**config.mk**
```make
export PLATFORM = sky130hd
export DESIGN_NAME = circuit2_operand_loader
export DESIGN_NICKNAME = d
export VERILOG_FILES = /design/src/rtl/circuit2_operand_loader.sv
export SDC_FILE = /design/constraint.sdc
export NUM_CORES = 1
export LEC_CHECK = 0
export BUFFER_PORTS_ARGS = -buffer_cell sky130_fd_sc_hd__buf_2
export CAP_MARGIN = 20
export CELL_PAD_IN_SITES_DETAIL_PLACEMENT = 1
export CELL_PAD_IN_SITES_GLOBAL_PLACEMENT = 1
export CORE_MARGIN = 5
export CORE_UTILIZATION = 32
export CTS_CLUSTER_DIAMETER = 200
export DETAILED_ROUTE_END_ITERATION = 8
export PLACE_DENSITY = 0.77
export SYNTH_ARGS = -nofsm -noshare
export SYNTH_HDL_FRONTEND = slang
export SYNTH_SLANG_ARGS = --single-unit
```
**constraint.sdc**
```tcl
create_clock -name Clk -period 1.6 [get_ports Clk]
set_input_delay 0.16 -clock Clk [delete_from_list [all_inputs] [get_ports Clk]]
set_output_delay 0.16 -clock Clk [all_outputs]
set_load 0.02 [all_outputs]
```
**src/rtl/circuit2_operand_loader.sv**
```systemverilog
// circuit2_operand_loader
// Assembles a three-word stream frame (a, b, c) behind a valid/ready handshake.
// The operands are held stable in HOLD until the downstream stage takes them.
// A first-word marker checks frame alignment, and a wrapping counter counts
// the frames handed downstream.
module circuit2_operand_loader #(
    parameter int DATAWIDTH = 32,
    parameter int CNTWIDTH  = 16
) (
    input  logic                 Clk,
    input  logic                 Rst,
    input  logic [DATAWIDTH-1:0] in_data,
    input  logic                 in_valid,
    input  logic                 in_first,
    output logic                 in_ready,
    output logic [DATAWIDTH-1:0] a,
    output logic [DATAWIDTH-1:0] b,
    output logic [DATAWIDTH-1:0] c,
    output logic                 op_valid,
    input  logic                 op_ready,
    output logic                 frame_err,
    output logic [CNTWIDTH-1:0]  frame_cnt
);

    typedef enum logic [1:0] {
        LOAD_A = 2'd0,
        LOAD_B = 2'd1,
        LOAD_C = 2'd2,
        HOLD   = 2'd3
    } state_t;

    state_t                state_q, state_d;
    logic [DATAWIDTH-1:0]  a_q, a_d;
    logic [DATAWIDTH-1:0]  b_q, b_d;
    logic [DATAWIDTH-1:0]  c_q, c_d;
    logic                  err_q, err_d;
    logic [CNTWIDTH-1:0]   cnt_q, cnt_d;
    logic                  accept_s;
    logic                  xfer_s;

    // Handshake flags are plain decodes of the registered state.
    assign in_ready  = (state_q != HOLD);
    assign op_valid  = (state_q == HOLD);
    assign accept_s  = in_valid && in_ready;
    assign xfer_s    = op_valid && op_ready;

    assign a         = a_q;
    assign b         = b_q;
    assign c         = c_q;
    assign frame_err = err_q;
    assign frame_cnt = cnt_q;

    // Next-state and operand-load logic; everything holds unless a case updates it.
    always_comb begin
        state_d = state_q;
        a_d     = a_q;
        b_d     = b_q;
        c_d     = c_q;
        err_d   = 1'b0;
        cnt_d   = cnt_q;
        case (state_q)
            LOAD_A: begin
                if (accept_s) begin
                    if (in_first) begin
                        a_d     = in_data;
                        state_d = LOAD_B;
                    end else begin
                        // Misaligned word: drop it and keep waiting for a frame start.
                        err_d   = 1'b1;
                    end
                end else begin
                    state_d = LOAD_A;
                end
            end
            LOAD_B: begin
                if (accept_s) begin
                    if (in_first) begin
                        // Resync: the new word starts a fresh frame.
                        a_d     = in_data;
                        err_d   = 1'b1;
                    end else begin
                        b_d     = in_data;
                        state_d = LOAD_C;
                    end
                end else begin
                    state_d = LOAD_B;
                end
            end
            LOAD_C: begin
                if (accept_s) begin
                    if (in_first) begin
                        // Resync: the old b is kept until the next word overwrites it.
                        a_d     = in_data;
                        err_d   = 1'b1;
                        state_d = LOAD_B;
                    end else begin
                        c_d     = in_data;
                        state_d = HOLD;
                    end
                end else begin
                    state_d = LOAD_C;
                end
            end
            HOLD: begin
                if (xfer_s) begin
                    cnt_d   = cnt_q + {{(CNTWIDTH-1){1'b0}}, 1'b1};
                    state_d = LOAD_A;
                end else begin
                    state_d = HOLD;
                end
            end
            default: begin
                state_d = LOAD_A;
            end
        endcase
    end

    // State and datapath registers; synchronous reset overrides any accept or transfer.
    always_ff @(posedge Clk) begin
        if (Rst) begin
            state_q <= LOAD_A;
            a_q     <= {DATAWIDTH{1'b0}};
            b_q     <= {DATAWIDTH{1'b0}};
            c_q     <= {DATAWIDTH{1'b0}};
            err_q   <= 1'b0;
            cnt_q   <= {CNTWIDTH{1'b0}};
        end else begin
            state_q <= state_d;
            a_q     <= a_d;
            b_q     <= b_d;
            c_q     <= c_d;
            err_q   <= err_d;
            cnt_q   <= cnt_d;
        end
    end

endmodule

```
==> results.sh <==
export IMPL_outcome="completed"
export IMPL_vdd_drop_max_uv=630.7
export IMPL_grt_max_degree=69
export IMPL_dr_pass1_iters=4
export IMPL_clockRootBuffer="clkbuf_16"
export IMPL_end_kind="flop"
export IMPL_ys_types=33
export IMPL_finalSetupViolCount=0
export IMPL_rsz0062_at_grt="yes"
export IMPL_critPathBufInv=2
export IMPL_min_path_type="in2reg"
export IMPL_p_per_area_nw_per_um2=1226
export IMPL_num_rows=42
export IMPL_holdPathStages=3
export IMPL_period_needed_ns=1.586
export IMPL_grt_pass1_vias=4614
export IMPL_wirelength_um=14930
export IMPL_finalCritPeriodShare=0.9914
export IMPL_die_area_um2=15960
export IMPL_place_gp_congestion=0.7801
export IMPL_ys_warn_count=0
export IMPL_worst_slack_ns=0.01383
export IMPL_clk_path_buf_depth=2
export IMPL_clk_pin_slew_ns=0.05
export IMPL_seq_area_frac_synth=0.5315
export IMPL_hold_violations=0
export IMPL_relSlewSlack=0.7878
export IMPL_syn_cell_area_um2=4332
export IMPL_report_power_total_uw=7697
export IMPL_final_max_slew_viol_count=0
export IMPL_wl_per_cell_um=16.60
export IMPL_regToRegSetupSlack_ns=0.01
export IMPL_avgSynthCellArea_um2=8.036
export IMPL_antenna_found_initial=0
export IMPL_synth_seq_cells=115
export IMPL_ctsHtreeMaxLevel=4
export IMPL_die_h_um=126.3
export IMPL_hold_start="in_data[13]"
export IMPL_place_ws_ns=-0.07453
export IMPL_multi_input_area_um2=1934
export IMPL_max_cap_violations=0
export IMPL_path_delay_family="simple AND/OR/NAND/NOR gates"
export IMPL_numCtsBuffers=17
export IMPL_cpPeakStageDelay_ns=0.34
export IMPL_start_util=0.3271
export IMPL_hold_end="b[13]"
export IMPL_fill_cells=1637
export IMPL_critPathSlowestCell="dfxtp_2"
export IMPL_coreArea_um2=13240
export IMPL_worstReg2RegEnd="frame_cnt[8]"
export IMPL_synth_edf_count=0
export IMPL_synth_top_area_share=0.5315
export IMPL_crit_fanout=5
export IMPL_antennaDiodeCount=0
export IMPL_cp_start_kind="flop"
export IMPL_yosys_area_top_type="dfxtp_1"
export IMPL_synth_area_leaders="dfxtp_1, nand2_1, a21oi_1"
export IMPL_worstPathRequired_ns=1.89
export IMPL_drive_gt1_frac=0.3250
export IMPL_tightestPinTransition_ns=0.3154
export IMPL_grt_pass1_wl_um=23940
export IMPL_final_core_util=0.4739
export IMPL_path_cells="ha_2, buf_4, nand4_1, buf_4, nor4_2, xnor2_1, nor2_1"
export IMPL_avgViaCountPerCell=4.772
export IMPL_fin_skew_ns=0.006236
export IMPL_syn_inst=539
export IMPL_ys_flop_type="dfxtp_1"
export IMPL_crit_reg2reg_launch="state_q[1]"
export IMPL_ant_nets=0
export IMPL_reg2reg_depth=7
export IMPL_cts_sinks=115
export IMPL_critical_path_class="reg2reg"
export IMPL_vias=4290
export IMPL_drc=0
export IMPL_syn2layout_area_growth_pct=44.89
export IMPL_hpwl_um=10410
export IMPL_yosys_top_cells_count="nand2_1, dfxtp_1, a21oi_1"
export IMPL_fmax_mhz=630.5
export IMPL_path_common_cell="buf_4"
export IMPL_io_buffers=151
export IMPL_yosysMostFrequentCell="nand2_1"
export IMPL_grt_usage=0.1864
export IMPL_die_w_um=126.3
export IMPL_ios=152
export IMPL_critPathArrivalTime_ns=1.87
export IMPL_grt_overflow_total=0
export IMPL_nNetsFinal=754
export IMPL_syn_num_nets=583
export IMPL_seq_area_um2=2305
export IMPL_power_leakage_uw=0.002709
export IMPL_cts_tree="yes"
export IMPL_drt_initial_drc_count=196
export IMPL_async_reset_ff_frac=0
export IMPL_clk_latency_ns=0.41
## sequential cells by signal, summed over array words and instances (netlist names)
name and flops:
a 32, b 32, c 32, frame_cnt 16, state_q 2, frame_err 1
## report_power, final
part	total, uW	switching, uW	internal, uW
combinational	554	351	203
sequential	2970	36.5	2930
clock	4170	1300	2870
## how the worst max path moves through the flow
| stage | start | to | cells after the start |
|---|---|---|---|
| after CTS | state_q[0] | frame_cnt[6] | 6 |
| after floorplan | state_q[1] | frame_cnt[14] | 5 |
| after global placement | state_q[0] | frame_cnt[7] | 6 |
| after global routing | state_q[1] | frame_cnt[5] | 7 |
| final | state_q[1] | frame_cnt[8] | 7 |
| after detailed placement | state_q[1] | frame_cnt[8] | 6 |
## placed cells by master (no fill, tap or decap), types with 3 or more instances in the layout
master and instances:
buf_2 150, clkinv_2 4, and2_1 4, ha_1 3, buf_6 3, nand4_1 4, dfxtp_1 113, clkbuf_16 17
xnor2_1 12, clkbuf_8 3, inv_1 7, a21oi_1 97, bufinv_16 5, nand2_1 203, buf_4 20, nor2_1 18
buf_12 6, dlygate4sd3_1 8, nor4_2 4
## worst register-to-register path, cell delays in order (launching register included)
cell and delay (ns):
dfxtp_2 0.34, ha_2 0.25, buf_4 0.14, nand4_1 0.13, buf_4 0.20, nor4_2 0.20
xnor2_1 0.16, nor2_1 0.05
## per-stage QoR
step                      setup TNS (ns)  cell area (um2)  hold slack [ns]  std cells
final                                  0             6276          0.02014        899
after global routing              -2.254             6276        0.0008335        899
after floorplan                        0             4334           0.2960        539
after CTS                       -0.01299             6198        0.0002597        897
after global placement                 0             5414           0.4274        856
after detailed placement         -0.1455             5414           0.4337        856
## cell families after synthesis
group	Yosys count	share of synthesized area
buf+inv	43	0.04419
simple gates	251	0.2429
compound gates	107	0.1283
mux	2	0.004622
xor+xnor	14	0.02831
flops	115	0.5315
fa+ha+maj	7	0.02022
## metal layers
layer,GRT usage,share of wire
met1,0.2060,0.40
met2,0.3353,0.53
met3,0.05296,0.046
met4,0.07571,0.017
met5,0,0
## layout make-up
type                       instances  area share
inverter                           8    0.004785
multi-input combinational        381      0.3082
tap                              176     0.03509
clock buffer                      22     0.07556
sequential                       115      0.3672
timing repair buffer             187      0.1808
clock inverter                    10     0.02831
## repair_timing
item / in CTS / in global routing
buffers inserted: 1 / 2
pin swaps: 3 / 4
endpoints found under the setup margin: 28 / 63
gates cloned: 0 / 0
gates resized for setup: 12 / 14
endpoints found under the hold margin: 10 / 0
hold buffers: 8 / 0
Power figures use the tool's default switching activity.
